**src/rtl/pkt_pkg.sv**
```systemverilog
// Shared types and constants for the packet length checker.
// Holds the beat record carried through the skid buffer, the framing FSM
// states and the byte-mask helper used on the last beat of a packet.
package pkt_pkg;

   localparam int BEAT_BYTES = 8;
   localparam int HALF_BYTES = 4;

   typedef enum logic [1:0] {
      IDLE,
      IN_PKT,
      DISCARD
   } chk_state_t;

   typedef struct packed {
      logic        sop;
      logic        eop;
      logic        bad;
      logic        err;
      logic [7:0]  keep;
      logic [63:0] data;
   } pkt_beat_t;

   // Top n byte lanes enabled, MSB lane first; n=0 gives none, n=8 gives all.
   function automatic logic [7:0] keep_from_count(input logic [3:0] n);
      logic [7:0] ones;
      ones = 8'hFF;
      return ~(ones >> n);
   endfunction

endpackage

```
**src/rtl/pkt_skid_buffer.sv**
```systemverilog
// Two-entry ready/valid buffer for pkt_beat_t.
// Ready towards the producer is a flop that only depends on occupancy, so the
// consumer's ready never reaches the producer combinationally. Entry head_q
// always drives the output; tail_q only fills when the head is stalled.
module pkt_skid_buffer
   import pkt_pkg::*;
(
   input  logic      iclk,
   input  logic      irst_n,
   input  logic      ivalid,
   output logic      oready,
   input  pkt_beat_t idata,
   output logic      ovalid,
   input  logic      iready,
   output pkt_beat_t odata
);

   logic [1:0] count_q;
   logic [1:0] count_d;
   pkt_beat_t  head_q;
   pkt_beat_t  tail_q;
   logic       push;
   logic       pop;

   assign push   = ivalid & oready;
   assign pop    = ovalid & iready;
   assign ovalid = (count_q != 2'd0);
   assign odata  = head_q;

   // Next occupancy from this cycle's push and pop.
   always_comb begin
      count_d = count_q;
      case ({push, pop})
         2'b10:   count_d = count_q + 2'd1;
         2'b01:   count_d = count_q - 2'd1;
         default: count_d = count_q;
      endcase
   end

   // Storage, occupancy and registered ready; a push into a one-entry buffer that is also draining goes straight to the head.
   always_ff @(posedge iclk or negedge irst_n) begin
      if (!irst_n) begin
         count_q <= 2'd0;
         head_q  <= '0;
         tail_q  <= '0;
         oready  <= 1'b0;
      end else begin
         count_q <= count_d;
         oready  <= (count_d != 2'd2);
         case (count_q)
            2'd0: begin
               if (push) head_q <= idata;
            end
            2'd1: begin
               if (push && pop)  head_q <= idata;
               else if (push)    tail_q <= idata;
            end
            2'd2: begin
               if (pop) head_q <= tail_q;
            end
            default: ;
         endcase
      end
   end

endmodule

```
**config.mk**
```make
export PLATFORM = sky130hd
export DESIGN_NAME = pkt_skid_buffer
export DESIGN_NICKNAME = d
export VERILOG_FILES = /design/src/rtl/pkt_pkg.sv /design/src/rtl/pkt_skid_buffer.sv
export SDC_FILE = /design/constraint.sdc
export NUM_CORES = 1
export LEC_CHECK = 0
export ABC_AREA = 1
export CORE_UTILIZATION = 25
export DETAILED_ROUTE_END_ITERATION = 6
export PLACE_DENSITY_LB_ADDON = 0.15
export SYNTH_ARGS = -nofsm -noshare
export SYNTH_HDL_FRONTEND = slang
export SYNTH_SLANG_ARGS = --single-unit
```
**constraint.sdc**
```tcl
create_clock -name iclk -period 2.05 [get_ports iclk]
set_clock_uncertainty 0.15 [all_clocks]
set_input_delay 0.3075 -clock iclk [delete_from_list [all_inputs] [get_ports iclk]]
set_output_delay 0.3075 -clock iclk [all_outputs]
set_load 0.03 [all_outputs]
```
**Yosys cells after proc, flatten, opt, wreduce, memory -nomap -nowiden**

Index checks and enable logic that the tools add are counted.

- Register bits after elaboration: 155
- Input port bits: 80
- Output and inout bits: 78
- Logic and storage cells: 38

- $add $sub $neg: 2
- Eq/ne operators: 8
- Mux-type cells: 5
- Bitwise operators: 3
- Reduce and logical (&&, ||, !) cells: 6

Operators with widths:

| cell | count |
|---|---|
| 76-bit 2-to-1 mux | 3 |
| 76-bit case mux with 3 select lines | 1 |
| 2-bit != test (second input constant) | 4 |
| 2-bit by 1-bit equality test with 1-bit output (second input constant) | 2 |
| 2-bit equality test (second input constant) | 2 |
| 2-bit case mux with 2 select lines | 1 |
| 4-bit AND reduction | 1 |
| 3-bit AND reduction | 1 |
| 3-bit nonzero test | 1 |
| 2-bit by 1-bit adder with 2-bit output (second input constant) | 1 |
| 1-bit bitwise AND | 2 |
| 2-bit zero test | 1 |
| 2-bit nonzero test | 1 |
| 2-bit by 1-bit subtractor with 2-bit output (second input constant) | 1 |
| 1-bit logical AND | 1 |
| 1-bit NOT | 1 |

**Depth between registers and ports, before layout**

Gate-level depths: netlist of the first run.

- Word-level depth: 5
- Depth in mapped cells: 11
- Gate-level depth less buffers: 9

**Worst setup path after synthesis of the first run**

No wires, ideal clock.

- Path type: register to register
- Start: reg count_q[0]
- End: reg head_q, in the netlist odata[0]
- Arrival: 1.489 ns
- Required time: 1.782 ns
- Slack: 0.294 ns
- Cell stages (with the launch flop): 11
- Path buffers: 2
- Clock period less this slack: 1.756 ns
- Path through: dfrtp_1 -> inv_1 -> ha_1 -> inv_2 -> nand2_2 -> nand2_4 -> nand3_2 -> buf_4 -> buf_6 -> nand2_1 -> nand2_1

- Cells in the longest elaborated chain, start to end: 5
- Elaborated cells on any way between the ends: 12
- Those cells by class: eq/ne: 5; mux: 1; bitwise: 1; reduce/logical: 5

Ends and longest elaborated chain:

| element | line | RTL |
|---|---|---|
| start: declaration | pkt_skid_buffer.sv:18 | `logic [1:0] count_q;` |
| start signal: assignment | pkt_skid_buffer.sv:48 | `count_q <= count_d;` |
| 2-bit nonzero test * | pkt_skid_buffer.sv:27 | `assign ovalid = (count_q != 2'd0);` |
| net ovalid | pkt_skid_buffer.sv:13 | `output logic ovalid,` |
| 1-bit bitwise AND * | pkt_skid_buffer.sv:26 | `assign pop = ovalid & iready;` |
| 1-bit logical AND | pkt_skid_buffer.sv:55 | `if (push && pop) head_q <= idata;` |
| 2-bit != test (no line) | n/a |  |
| 4-bit AND reduction (no line) * | n/a |  |
| end signal: assignment | pkt_skid_buffer.sv:52 | `if (push) head_q <= idata;` |
| end signal: assignment | pkt_skid_buffer.sv:55 |  |
| end signal: assignment | pkt_skid_buffer.sv:59 | `if (pop) head_q <= tail_q;` |
| end: declaration | pkt_skid_buffer.sv:20 | `pkt_beat_t head_q;` |

Mark *: on every way through the listed nets, which the timed path passes. The rest lies on a longest branch.
A chain may end at the register's enable or synchronous reset.

**Final worst setup path of the first run**

- Start: reg oready
- End: out oready

RTL lines:

| element | line | RTL |
|---|---|---|
| start: declaration | pkt_skid_buffer.sv:11 | `output logic oready,` |
| start signal: assignment | pkt_skid_buffer.sv:49 | `oready <= (count_d != 2'd2);` |

No word-level cell between the ends.

==> metrics.yaml, run 1 <==
yosys:
  yosysSeqAreaShare_pct: 53.1
  synth_top_area_share_pct: 53.1
  async_flop_share_pct: 100
  synth_cells: 944
  syn_area_per_cell_sq_um: 7.74
  synth-edff-count: 0
  syn_nets: 1027
  ys_top_cells_by_count: "nand2_1 (541), dfrtp_1 (155), nand4_1 (76), o21ai_0 (76), clkbuf_1 (31)"
  yosysTopAreaCell: "dfrtp_1"
  ys_ff_latch: 155
  syn_area_sq_um: 7310
  synth_cell_types: 17
  synth.most_common_cell: "nand2_1"
  synth_area_leaders: "dfrtp_1 (53%), nand2_1 (28%), nand4_1 (6.5%)"
  synth_flop_cell: "dfrtp_1"
  synth_warnings: 0
cts:
  clock_sinks: 155
  clk_latency_ns: 0.43
  clk_pin_slew_ns: 0.07
  cts_buffers: 17
  htree_num_levels: 4
  cts_tree: "yes"
  clockBufferDepth: 2
  clockRootBuffer: "clkbuf_16"
die:
  core_region_area_sq_um: 28700
  rows: 62
  dieHeight_um: 173
  initial_core_util_pct: 25.5
  die_w_um: 173
  pin_count: 158
  dieArea_sq_um: 29900
drt:
  wire_per_inst_um: 15.8
  drc_errors: 0
  drt_pass1_iterations: 4
  wirelength_um: 23400
  vias: 6569
  avgViaCountPerCell: 4.45
  first_iter_violations: 382
  ant_nets: 0
global_routing:
  grtUsageTotal_pct: 15.9
  grt_max_degree: 52
  antenna_found_initial: 0
  grt_pass1_vias: 6652
  grt_pass1_wl_um: 37400
  grt-ovfl-total: 0
layout:
  drive_above_1_share_pct: 7.23
  seqCellArea_sq_um: 3880
  area_growth_pct: 37.0
  multiInputGateArea_sq_um: 3040
  fillers: 3084
  n_antenna_cell: 0
  final_nets: 1163
job:
  cap_violations: 0
sta:
  finalSetupViolations: 0
  worstMarginPinSlew_ns: 0.468
  period_needed_ns: 1.97
  tns_ns: 0
  slew_violations: 0
  slew_headroom_pct: 68.8
  max_freq_ghz: 0.507
  rsz0062_at_grt: "false"
  holdWs_ns: 0.212
  timing.final.crit_share_pct: 96.2
  finalHoldViolCount: 0
outcome:
  outcome: "finished clean"
critical_path:
  cp-start-kind: "flop"
  crit_chain: "clkdlybuf4s50_1"
  crit_arrival_ns: 1.52
  crit_fanout: 2
  crit_family: "buffers and inverters"
  cp-end-kind: "output pin"
  cp_data_required_time_ns: 1.59
  crit_type: "reg -> out"
  slowest_delay_ns: 0.69
  cp_slowest_cell: "clkdlybuf4s50_1"
  critPathBufInv: 1
place:
  gp_congestion: 0.716
  post-dp-hpwl_um: 14100
  io_buffer_count: 157
pwr:
  p_total_mw: 17.2
  leakagePower_nw: 4.98
  power.density_nw_per_um2: 1710
  peakVddDrop_v: 0.000686
min_path:
  holdCritPathClass: "in -> async"
[cell families after synthesis]
kind of cell,Yosys count,synth area share (%)
AND/OR/NAND/NOR,629,35.6
AO/OA/AOI/OAI,76,5.20
flip-flops,155,53.1
buffers and inverters,81,5.65
adder cells (fa/ha/maj),3,0.514
[path summary, 6_finish.rpt]
| check | start | to | cells after the start | slack (ns) |
|---|---|---|---|---|
| setup / recovery | oready$_DFF_PN0_ | oready | 1 | 0.08 |
| max in group asynchronous | irst_n | odata[4]$_DFFE_PN0P_ | 3 | 0.89 |
| min in group iclk | idata[63] | tail_q[63]$_DFFE_PN0P_ | 3 | 0.28 |
| hold / removal | irst_n | odata[22]$_DFFE_PN0P_ | 2 | 0.21 |
| setup reg to reg | count_q[0]$_DFF_PN0_ | tail_q[67]$_DFFE_PN0P_ | 10 | 0.17 |
| hold reg to reg | odata[61]$_DFFE_PN0P_ | odata[61]$_DFFE_PN0P_ | 2 | 0.32 |
[area by class of cell]
type                    instances  area share [%]
inverters                       8           0.375
multi-input cells             708            30.4
well taps                     384            4.80
clock inverters                15            1.55
repair buffers                190            19.9
flip-flops and latches        155            38.7
clock buffers                  17            4.25
[stage by stage]
stage / area (sq um) / util (%) / setup WS, ns / std cells
CTS: 9960 / 34.7 / 0.0592 / 1474
finish: 10000 / 34.9 / 0.0770 / 1477
floorplan: 7310 / - / 0.294 / 944
detailed placement: 9370 / 32.7 / 0.0986 / 1441
global placement: 9370 / 32.7 / 0.120 / 1441
global route: 10000 / 34.9 / 0.0269 / 1477
[registers in the layout, summed over array words and instances (netlist names)]
signal,cells
tail_q,76
oready,1
odata,76
count_q,2
[metal layers]
metal,track usage (%),wire (um),up-vias
met4,3.80,196,0
met2,25.0,10500,141
met5,0,0,-
li1,-,-,3300
met1,22.3,11700,3116
met3,3.30,893,12
[report_power, final]
group / internal [mW] / total [mW] / switching, mW
Clock: 1.72 / 3.19 / 1.47
Combinational: 3.08 / 8.80 / 5.72
Sequential: 4.47 / 5.18 / 0.710
Total: 9.27 / 17.2 / 7.90
[layout by cell type (no fill, tap or decap), types with 2 or more instances in the layout]
cell type,Yosys,routed
nand2_4,2,2
buf_4,9,19
clkdlybuf4s50_1,0,155
buf_12,0,12
dfrtp_1,155,155
clkbuf_16,0,18
ha_1,3,2
inv_4,1,3
inv_6,0,6
buf_6,5,2
nand2_2,3,3
nand3_1,4,4
o21ai_0,76,76
inv_1,5,4
nand2_1,541,541
nand3_4,0,2
clkinvlp_4,0,2
clkinv_4,0,4
nand4_1,76,76
inv_8,0,2
[repair_timing]
item,CTS,global route
hold buffers,1,0
gates resized for setup,0,4
setup buffers,0,2
endpoints found under the hold margin,33,0
setup endpoints to repair,0,34
No activity file was read; power rests on OpenSTA's default activity.
==> run 2: changes to the inputs <==
==> constraint.sdc (replaced) <==
create_clock -name iclk -period 2.05 [get_ports iclk]
set_clock_uncertainty 0.15 [all_clocks]
set_input_delay 0.205 -clock iclk [delete_from_list [all_inputs] [get_ports iclk]]
set_output_delay 0.205 -clock iclk [all_outputs]
set_load 0.03 [all_outputs]
==> metrics.yaml, run 2 (synthesis gave the netlist of run 1 again) <==
outcome:
  outcome: "finished clean"
critical_path:
  crit_fanout: 2
  crit_arrival_ns: 1.49
  cp_slowest_cell: "clkdlybuf4s50_1"
  crit_family: "buffers and inverters"
  cp_data_required_time_ns: 1.69
  crit_chain: "clkdlybuf4s50_1"
  crit_type: "reg -> out"
  cp-end-kind: "output pin"
  critPathBufInv: 1
  slowest_delay_ns: 0.69
  cp-start-kind: "flop"
layout:
  n_antenna_cell: 0
  area_growth_pct: 37.2
  final_cell_mix: "nand2_1 (541), dfrtp_1 (155), clkdlybuf4s50_1 (155)"
  final_common_cell: "nand2_1"
  post-route-util_pct: 34.9
  drive_above_1_share_pct: 6.80
  final_nets: 1159
  final_cells: 1473
cts:
  cts_buffers: 17
  clockBufferDepth: 2
  clk_latency_ns: 0.42
  htree_num_levels: 4
  cts_tree: "yes"
  clockRootBuffer: "clkbuf_16"
  clock_sinks: 155
  clk_pin_slew_ns: 0.06
die:
  die_w_um: 173
  core_region_area_sq_um: 28700
  dieHeight_um: 173
  initial_core_util_pct: 25.5
  rows: 62
  pin_count: 158
  dieArea_sq_um: 29900
sta:
  holdWs_ns: 0.126
  tns_ns: 0
  slew_violations: 0
  finalHoldViolCount: 0
  worstMarginPinSlew_ns: 0.449
  slew_headroom_pct: 70.0
  period_needed_ns: 1.84
  max_freq_ghz: 0.542
  finalSetupViolations: 0
  timing.final.crit_share_pct: 89.9
  rsz0062_at_grt: "false"
pwr:
  leakagePower_nw: 4.98
  p_total_mw: 17.3
  power.density_nw_per_um2: 1730
  peakVddDrop_v: 0.000661
global_routing:
  grt-ovfl-total: 0
  grt_pass1_wl_um: 37700
  antenna_found_initial: 0
  grt_pass1_vias: 6653
  grtUsageTotal_pct: 15.9
  grt_max_degree: 64
place:
  dp.cells: 1440
  gp_congestion: 0.721
  io_buffer_count: 157
  post-dp-hpwl_um: 14300
job:
  cap_violations: 0
drt:
  vias: 6551
  wire_per_inst_um: 15.6
  ant_nets: 0
  first_iter_violations: 340
  avgViaCountPerCell: 4.45
  wirelength_um: 22900
  drc_errors: 0
  drt_pass1_iterations: 4
min_path:
  holdCritPathClass: "in -> async"
==> run 2: changes by cell type in the layout (fill, tap and decap cells not counted) <==
cell | previous run | this run
clkbuf_8 | 0 | 1
inv_6 | 6 | 4
clkbuf_16 | 18 | 17
inv_4 | 3 | 1
inv_1 | 4 | 5
inv_2 | 1 | 2
buf_4 | 19 | 14
bufinv_16 | 1 | 3
clkinv_2 | 0 | 1
buf_12 | 12 | 14
clkinv_4 | 4 | 3
inv_8 | 2 | 1
==> run 2: cell type report <==
cell class / instances / area (sq um)
multi-input combinational: 708 / 3040
fill: 3026 / 18700
sequential: 155 / 3880
inverter: 8 / 32.5
clock buffer: 18 / 439
tap: 384 / 480
timing repair buffer: 186 / 1970
clock inverter: 14 / 183
==> run 2: report_power, final <==
group	leakage, nW	switching (mW)	internal, mW	total (mW)
sequential	1.95	0.700	4.47	5.17
clock	0.300	1.41	1.98	3.39
combinational	2.73	5.68	3.07	8.75
total	4.98	7.79	9.52	17.3
==> run 2: metal layers <==
layer	wire [um]	share of wire [%]	track usage (%)
met4	253	1.1	3.98
met2	10400	45	24.9
met3	936	4.1	3.19
met1	11400	49	22.4
met5	0	0	0
==> run 2: per-stage QoR <==
| stage | worst slack [ns] | instance area, sq um |
|---|---|---|
| global route | 0.0443 | 10000 |
| global placement | 0.220 | 9390 |
| CTS | 0.155 | 10000 |
| floorplan | 0.294 | 7310 |
| finish | 0.206 | 10000 |
| detailed placement | 0.176 | 9390 |
==> run 2: path summary, 6_finish.rpt <==
path	start	slack, ns	to	cells after the start
setup / recovery	odata[16]$_DFFE_PN0P_	0.21	odata[16]	1
hold / removal	irst_n	0.13	odata[24]$_DFFE_PN0P_	2
setup reg to reg	count_q[1]$_DFF_PN0_	0.23	odata[32]$_DFFE_PN0P_	8
hold reg to reg	odata[14]$_DFFE_PN0P_	0.32	odata[14]$_DFFE_PN0P_	2
max in group asynchronous	irst_n	0.92	odata[53]$_DFFE_PN0P_	3
min in group iclk	idata[27]	0.21	tail_q[27]$_DFFE_PN0P_	3
==> run 2: what timing repair did <==
action,4_1_cts,5_1_grt
hold endpoints to repair,112,0
hold buffers,1,0
setup endpoints to repair,0,13
buffers inserted,0,0
resized for setup,0,1
==> run 3: changes to the inputs <==
--- a/config.mk
+++ b/config.mk
@@ -6,6 +6,7 @@
 export NUM_CORES = 1
 export LEC_CHECK = 0
 export ABC_AREA = 1
+export CORE_ASPECT_RATIO = 1.25
 export CORE_UTILIZATION = 25
 export DETAILED_ROUTE_END_ITERATION = 6
 export PLACE_DENSITY_LB_ADDON = 0.15
==> metrics.yaml, run 3 (synthesis gave the netlist of run 1 again) <==
outcome:
  outcome: "finished clean"
drt:
  first_iter_violations: 338
  drc_errors: 0
  avgViaCountPerCell: 4.40
  wire_per_inst_um: 15.7
  drt_pass1_iterations: 4
  wirelength_um: 23100
  ant_nets: 0
  vias: 6492
global_routing:
  grt-ovfl-total: 0
  grtUsageTotal_pct: 16.2
  grt_pass1_wl_um: 37400
  grt_pass1_vias: 6719
  antenna_found_initial: 0
  grt_max_degree: 77
critical_path:
  cp-start-kind: "flop"
  cp-end-kind: "flop"
  crit_arrival_ns: 2.07
  crit_type: "reg -> reg"
  rrSetupSlack_ns: 0.15
  cp_data_required_time_ns: 2.22
  crit_fanout: 21
layout:
  stdcell_area_sq_um: 9970
  final_cell_mix: "nand2_1 (541), dfrtp_1 (155), clkdlybuf4s50_1 (155)"
  n_antenna_cell: 0
  area_growth_pct: 36.4
  drive_above_1_share_pct: 6.36
  fillers: 3048
  final_common_cell: "nand2_1"
  final_nets: 1157
die:
  dieHeight_um: 193
  rows: 69
  die_w_um: 155
  pin_count: 158
  dieArea_sq_um: 29900
  initial_core_util_pct: 25.6
  core_region_area_sq_um: 28600
cts:
  clockBufferDepth: 2
  htree_num_levels: 4
  clk_pin_slew_ns: 0.07
  cts_buffers: 17
  clock_sinks: 155
  clockRootBuffer: "clkbuf_16"
  cts_tree: "yes"
  clk_latency_ns: 0.44
  post_cts_buffers: 0
sta:
  finalSetupViolations: 0
  finalHoldViolCount: 0
  slew_violations: 0
  rsz0062_at_grt: "false"
  timing.final.crit_share_pct: 92.9
  tns_ns: 0
  slew_headroom_pct: 72.4
  worstMarginPinSlew_ns: 0.414
  final.setup.worst_slack_ns: 0.147
  period_needed_ns: 1.90
  max_freq_ghz: 0.525
job:
  cap_violations: 0
pwr:
  leakagePower_nw: 4.95
  peakVddDrop_v: 0.000551
  p_total_mw: 17.2
  power.density_nw_per_um2: 1720
place:
  gp_congestion: 0.712
  io_buffer_count: 157
  placed_area_sq_um: 9350
  post-dp-hpwl_um: 14400
  dp_slack_ns: 0.127
min_path:
  holdCritPathClass: "in -> async"
## run 3: metal layers
metal,share of wire [%],GRT usage (%)
met1,47,20.7
met2,49,27.8
met3,3.1,2.95
met4,1.3,4.76
met5,0,0
## run 3: metrics by stage
stage	cells	hold slack (ns)	utilization, %
final	1475	0.0992	34.9
after global routing	1475	0.103	34.9
after CTS	1475	0.0932	34.9
after detailed placement	1444	-0.0174	32.7
after global placement	1444	-0.0147	32.7
after floorplan	944	-0.241	-
## run 3: path summary, 6_finish.rpt
check,from,endpoint,depth (start not counted)
min in group iclk,idata[75],tail_q[75]$_DFFE_PN0P_,3
max reg2reg,count_q[1]$_DFF_PN0_,odata[3]$_DFFE_PN0P_,9
min reg2reg,odata[13]$_DFFE_PN0P_,odata[13]$_DFFE_PN0P_,2
max,count_q[1]$_DFF_PN0_,odata[3]$_DFFE_PN0P_,9
min,irst_n,odata[7]$_DFFE_PN0P_,2
max in group asynchronous,irst_n,tail_q[52]$_DFFE_PN0P_,3
## run 3: power by group
group          internal (mW)  switching [mW]  leakage, nW  total (mW)
registers               4.47           0.706         1.95        5.17
clock network           2.02            1.31        0.284        3.33
logic                   2.99            5.66         2.71        8.66
total                   9.48            7.68         4.95        17.2
## run 3: layout make-up
cell class | count | area (sq um) | area share [%]
sequential | 155 | 3880 | 38.9
multi-input combinational | 708 | 3050 | 30.6
timing repair buffer | 184 | 1920 | 19.2
tap | 390 | 488 | 4.89
clock buffer | 18 | 429 | 4.30
clock inverter | 12 | 174 | 1.74
inverter | 8 | 35.0 | 0.351
## run 3: critical path, cell delays in order, from the launching register on
cell and delay, ns:
dfrtp_1 0.41, inv_1 0.08, ha_1 0.19, inv_2 0.15
nand3_1 0.14, nand2_4 0.13, nand3_4 0.12, buf_4 0.24
nand2_1 0.10, nand2_1 0.05
## run 3: repair_timing
action                     CTS  global route
hold endpoints to repair   155             0
setup endpoints to repair    1             8
gates resized for setup      2             4
pin swaps                    0             0
hold buffers                 1             0
